[src/rtl/mux_rr_arbiter_pkg.sv]
// Shared definitions for the round-robin arbiter in front of the 4:1 single-bit mux.
package mux_rr_arbiter_pkg;

    localparam int         N_REQ   = 4;
    localparam logic [1:0] PTR_RST = 2'd3;

    typedef enum logic {
        ST_IDLE  = 1'b0,
        ST_GRANT = 1'b1
    } arb_state_e;

endpackage

[src/rtl/mux_rr_arbiter_if.sv]
// Request/grant bundle between the requesters and the arbiter.
interface mux_rr_arbiter_if;
    import mux_rr_arbiter_pkg::*;

    // Handshake: req[i] is a level request. gnt[i] is the registered acknowledgement.
    // The owner keeps the grant by keeping req high and releases it by dropping req.
    // sel/mux data are only meaningful while busy is high.
    logic [N_REQ-1:0] req;
    logic [N_REQ-1:0] gnt;
    logic [1:0]       sel;
    logic             busy;
    logic             preempt;

    modport master (output req, input gnt, sel, busy, preempt);
    modport slave  (input req, output gnt, sel, busy, preempt);

endinterface

[src/rtl/mux_rr_arbiter_rr_pick.sv]
// Combinational round-robin picker: first asserted request searching upward from ptr+1.
module rr_pick
    import mux_rr_arbiter_pkg::*;
(
    input  logic [N_REQ-1:0] req,
    input  logic [1:0]       ptr,
    output logic             any,
    output logic [1:0]       idx,
    output logic [N_REQ-1:0] onehot
);

    logic [1:0] cand;

    always_comb begin
        any    = 1'b0;
        idx    = ptr;
        onehot = '0;
        cand   = ptr;
        // Offset 4 wraps back to ptr itself, so the last owner is considered last.
        for (int k = 1; k <= N_REQ; k++) begin
            cand = ptr + 2'(k);
            if (!any && req[cand]) begin
                any = 1'b1;
                idx = cand;
            end
        end
        if (any) begin
            onehot[idx] = 1'b1;
        end
    end

endmodule

[src/rtl/mux_rr_arbiter.sv]
// Round-robin arbiter with bounded hold time; drives the shared 4:1 mux select.
module mux_rr_arbiter
    import mux_rr_arbiter_pkg::*;
#(
    parameter int MAX_HOLD = 8,
    parameter int CNT_W    = 3
) (
    input  logic              clk,
    input  logic              rst_n,
    mux_rr_arbiter_if.slave   arb_if,
    output arb_state_e        state_o
);

    localparam logic [CNT_W-1:0] HOLD_LAST = CNT_W'(MAX_HOLD - 1);

    arb_state_e       state_q, state_d;
    logic [1:0]       ptr_q, ptr_d;
    logic [CNT_W-1:0] hold_q, hold_d;
    logic [N_REQ-1:0] gnt_q, gnt_d;
    logic [1:0]       sel_q, sel_d;
    logic             busy_q, busy_d;
    logic             preempt_q, preempt_d;

    logic             pick_any;
    logic [1:0]       pick_idx;
    logic [N_REQ-1:0] pick_onehot;
    logic             rel_w;
    logic             expire_w;

    rr_pick u_pick (
        .req    (arb_if.req),
        .ptr    (ptr_q),
        .any    (pick_any),
        .idx    (pick_idx),
        .onehot (pick_onehot)
    );

    // Release wins over expiry, so a dropping owner never produces a preempt pulse.
    assign rel_w    = !arb_if.req[sel_q];
    assign expire_w = (hold_q == HOLD_LAST) && (|(arb_if.req & ~gnt_q));

    always_comb begin
        state_d   = state_q;
        ptr_d     = ptr_q;
        hold_d    = hold_q;
        gnt_d     = gnt_q;
        sel_d     = sel_q;
        busy_d    = busy_q;
        preempt_d = 1'b0;
        case (state_q)
            ST_IDLE: begin
                if (pick_any) begin
                    state_d = ST_GRANT;
                    gnt_d   = pick_onehot;
                    sel_d   = pick_idx;
                    ptr_d   = pick_idx;
                    hold_d  = '0;
                    busy_d  = 1'b1;
                end
            end
            ST_GRANT: begin
                if (rel_w || expire_w) begin
                    state_d   = ST_IDLE;
                    gnt_d     = '0;
                    busy_d    = 1'b0;
                    preempt_d = !rel_w;
                end else if (hold_q != HOLD_LAST) begin
                    hold_d = hold_q + CNT_W'(1);
                end
            end
            default: begin
                state_d = ST_IDLE;
                gnt_d   = '0;
                busy_d  = 1'b0;
            end
        endcase
    end

    always_ff @(posedge clk or negedge rst_n) begin
        if (!rst_n) begin
            state_q   <= ST_IDLE;
            ptr_q     <= PTR_RST;
            hold_q    <= '0;
            gnt_q     <= '0;
            sel_q     <= 2'b00;
            busy_q    <= 1'b0;
            preempt_q <= 1'b0;
        end else begin
            state_q   <= state_d;
            ptr_q     <= ptr_d;
            hold_q    <= hold_d;
            gnt_q     <= gnt_d;
            sel_q     <= sel_d;
            busy_q    <= busy_d;
            preempt_q <= preempt_d;
        end
    end

    assign arb_if.gnt     = gnt_q;
    assign arb_if.sel     = sel_q;
    assign arb_if.busy    = busy_q;
    assign arb_if.preempt = preempt_q;
    assign state_o        = state_q;

endmodule
[src/flat_wrapper.sv]
// flat-port wrapper written by rule: the top's interface ports become plain ports
module mux_rr_arbiter_flat import mux_rr_arbiter_pkg::*;
#(
    parameter int MAX_HOLD = 8,
    parameter int CNT_W    = 3
)
  (clk, rst_n, state_o, arb_if_req, arb_if_gnt, arb_if_sel, arb_if_busy, arb_if_preempt);
  mux_rr_arbiter_if arb_if_i ();
  input  logic clk;
  input  logic rst_n;
  output arb_state_e state_o;
  input wire logic [$bits(arb_if_i.req)-1:0] arb_if_req;
  output wire logic [$bits(arb_if_i.gnt)-1:0] arb_if_gnt;
  output wire logic [$bits(arb_if_i.sel)-1:0] arb_if_sel;
  output wire logic [$bits(arb_if_i.busy)-1:0] arb_if_busy;
  output wire logic [$bits(arb_if_i.preempt)-1:0] arb_if_preempt;
  assign arb_if_i.req = arb_if_req;
  assign arb_if_gnt = arb_if_i.gnt;
  assign arb_if_sel = arb_if_i.sel;
  assign arb_if_busy = arb_if_i.busy;
  assign arb_if_preempt = arb_if_i.preempt;
  mux_rr_arbiter #(.MAX_HOLD(MAX_HOLD), .CNT_W(CNT_W)) u_core (.clk(clk), .rst_n(rst_n), .arb_if(arb_if_i), .state_o(state_o));
endmodule
[config.mk]
export PLATFORM = sky130hd
export DESIGN_NAME = mux_rr_arbiter_flat
export DESIGN_NICKNAME = d
export VERILOG_FILES = /design/src/rtl/mux_rr_arbiter_pkg.sv /design/src/rtl/mux_rr_arbiter_if.sv /design/src/rtl/mux_rr_arbiter_rr_pick.sv /design/src/rtl/mux_rr_arbiter.sv /design/src/flat_wrapper.sv
export SDC_FILE = /design/constraint.sdc
export NUM_CORES = 1
export LEC_CHECK = 0
export BUFFER_PORTS_ARGS = -buffer_cell sky130_fd_sc_hd__buf_2
export CAP_MARGIN = 20
export CORE_AREA = 2 2 44 46
export CTS_BUF_LIST = sky130_fd_sc_hd__clkbuf_8 sky130_fd_sc_hd__clkbuf_16
export DETAILED_ROUTE_END_ITERATION = 12
export DIE_AREA = 0 0 46 48
export PLACE_DENSITY = 0.74
export SETUP_SLACK_MARGIN = 0.1
export SLEW_MARGIN = 20
export SYNTH_ARGS = -nofsm -noshare
export SYNTH_HDL_FRONTEND = slang
export SYNTH_SLANG_ARGS = --single-unit
[constraint.sdc]
create_clock -name clk -period 1.4 [get_ports clk]
set_input_delay 0.07 -clock clk [delete_from_list [all_inputs] [get_ports clk]]
set_output_delay 0.07 -clock clk [all_outputs]
set_load 0.02 [all_outputs]
==> impl_metrics.yaml <==
outcome:
  status: "finished, violations left"
  violations: "negative setup slack"
timing:
  tns_ns: -0.529
  setup_viol: 6
  fin_crit_sh: 1.09
  fin_skew_ns: 0.00214
  timing.final.hold_violations: 0
  grt_setup_unrepaired: "yes"
  relSlewSlack: 0.784
  fmax_mhz: 657
  period_minus_slack_ns: 1.52
  drv_slew: 0
  worst_pin_slew_ns: 0.324
  setup_slack_ns: -0.122
clocking:
  cts_tree: "done"
  numCtsBuffers: 3
  cts.sinks: 14
  path_clk_slew_ns: 0.06
  htree_levels: 1
  cts_buffer_depth: 2
  clk_latency_ns: 0.24
  clockRootBuffer: "clkbuf_8"
route:
  wl_met1_um: 870
  drt_pass1_iterations: 4
  viasPerCell: 5.87
  drt_first_iter_violations: 14
  ant_nets: 0
  wl_met2_um: 992
  drc: 0
  dr_wl_met3_um: 63
  routed_wl_um: 1940
  vias: 698
  maxUsedRoutingLayer: "met4"
  wl_per_cell_um: 16.3
critical_path:
  end_kind: "flop"
  crit_chain: "ha_2 > ha_4 > inv_4 > a41oi_4 > a221oi_4 > a32o_2"
  worstSetupPathType: "reg -> reg"
  worstPathArrival_ns: 1.70
  critPathTopFamily: "compound AO/OA/AOI/OAI gates"
  cp-start-kind: "flop"
  crit_buf_inv: 1
  cp_slowest_cell: "dfrtp_1"
  slowest_delay_ns: 0.39
  critPathRequiredTime_ns: 1.58
  cp_max_fo: 5
hold_path:
  hp-class: "in -> async"
power_and_ir_drop:
  switchingPower_mw: 1.05
  clkPwrFrac: 0.154
  power-per-cell-area_mw_per_mm2: 2280
  p_int_mw: 1.50
  swShare: 0.412
  total_power_mw: 2.55
  power_frac_comb: 0.539
  power.share.sequential: 0.307
  vdd.ir_drop.worst_v: 0.00126
  power.leakage_nw: 0.521
synthesis:
  ys_seq_elements: 14
  netlist-cell-type-count: 28
  yosys-top-cells-area: "dfrtp_1 38%, dfstp_2 6.7%, nand2b_1 4.8%"
  yosys_warnings: 0
  synth_common_cells: "12 x dfrtp_1, 9 x nor2_1, 6 x nand2b_1"
  synth_edf_count: 0
  synth_area_per_cell_um2: 10.4
  synth_top_area_frac: 0.383
  synth_seq_area_share: 0.450
  synth_ff_type: "dfrtp_1"
  synthCells: 75
  syn_area_um2: 783
  synthArstFlopShare: 1.00
  synth.most_common_cell: "dfrtp_1"
  syn_nets: 83
  synth_top_area_cell: "dfrtp_1"
global_route:
  track_usage: 0.209
  grt-ovfl-total: 0
  grt_max_degree: 15
  grt_pass1_wl_um: 3150
  grt_antenna_before_repair: 0
  grt_pass1_vias: 671
placement:
  gp_congestion: 0.820
  placed_area_um2: 930
  post-place-ws_ns: -0.191
  place_hpwl_um: 1320
  port_buffers: 14
floorplan:
  core_area_mm2: 0.00169
  die_x_um: 46
  rows: 15
  die_area_mm2: 0.00221
  start_util: 0.464
  die_h_um: 48
  io_pins: 15
final_layout:
  final_util: 0.662
  fillers: 138
  final_nets: 111
  layout-area-overhead-vs-synth_pct: 42.8
  antenna_cells: 0
  stdcell_area_mm2: 0.00112
  drive_above_1_share: 0.510
flow_run:
  max-cap-violations: 0
-- state kept, by name, indices dropped and copies added (netlist names) --
signal / flops
u_core.arb_if.gnt: 4
u_core.state_o: 1
u_core.arb_if.busy: 1
u_core.ptr_q: 2
u_core.hold_q: 3
u_core.arb_if.sel: 2
u_core.arb_if.preempt: 1
-- final timing paths --
check,startpoint,cells after the start,end,slack (ns)
worst min-delay path,rst_n,2,u_core.hold_q[1],0.25
min in group clk,arb_if_req[0],4,u_core.ptr_q[0],0.34
worst max register to register,u_core.hold_q[0],6,u_core.arb_if.gnt[0],-0.12
max in group asynchronous,rst_n,2,u_core.ptr_q[1],0.86
worst min register to register,u_core.arb_if.busy,1,u_core.arb_if.busy,0.47
worst max-delay path,u_core.hold_q[0],6,u_core.arb_if.gnt[0],-0.12
-- cells by family (layout without fill, tap and decap cells) --
family,count (synthesis),count (layout),share of synthesized area
adders and majority gates,2,2,0.0319
DFF,14,14,0.450
buffers and inverters,4,31,0.0288
AOI/OAI and AO/OA,18,18,0.184
muxes,3,3,0.0591
and+or+nand+nor,34,34,0.246
-- stage by stage --
| stage | cells | hold slack [ns] |
|---|---|---|
| final | 119 | 0.249 |
| after global routing | 119 | 0.298 |
| after CTS | 119 | 0.246 |
| after detailed placement | 112 | -0.0204 |
| after global placement | 112 | -0.0220 |
| after floorplan | 75 | -0.226 |
-- what timing repair did --
item | 4_1_cts | 5_1_grt
setup buffers | 2 | 0
hold endpoints to repair | 14 | 0
setup endpoints to repair | 12 | 14
gates cloned | 0 | 0
gates resized for setup | 7 | 13
hold buffers | 1 | 0
pin swaps | 8 | 8
-- final cells by class --
class | count | area [µm²] | area share
timing repair buffer | 24 | 151 | 0.135
inverter | 3 | 13.8 | 0.0123
tap | 17 | 21.3 | 0.0190
multi-input combinational | 57 | 522 | 0.466
clock buffer | 4 | 55.1 | 0.0492
sequential | 14 | 355 | 0.318
-- cell usage in the layout (no fill, tap or decap), drive strengths merged, types with 3 or more instances in the layout --
cell type  instances
nand2              4
clkbuf             4
a32o               4
and3               3
buf               23
nand2b             6
a21oi              4
inv                3
o21ai              4
nor2               9
nand3              4
dfrtp             12
-- per-layer routing --
| metal | up-vias | global-route usage |
|---|---|---|
| li1 | 328 | - |
| met1 | 354 | 0.277 |
| met2 | 14 | 0.336 |
| met3 | 2 | 0.0415 |
| met4 | 0 | 0.0857 |
| met5 | - | 0 |
-- power groups by stage --
stage               clock, mW  sequential, mW  combinational (mW)
finish                  0.391           0.783                1.37
global route            0.428           0.813                1.48
CTS                     0.405           0.775                1.21
detailed placement          0           0.773                1.11
global placement            0           0.759                1.08
floorplan                   0           0.877               0.629
(Power assumes the default switching activity.)
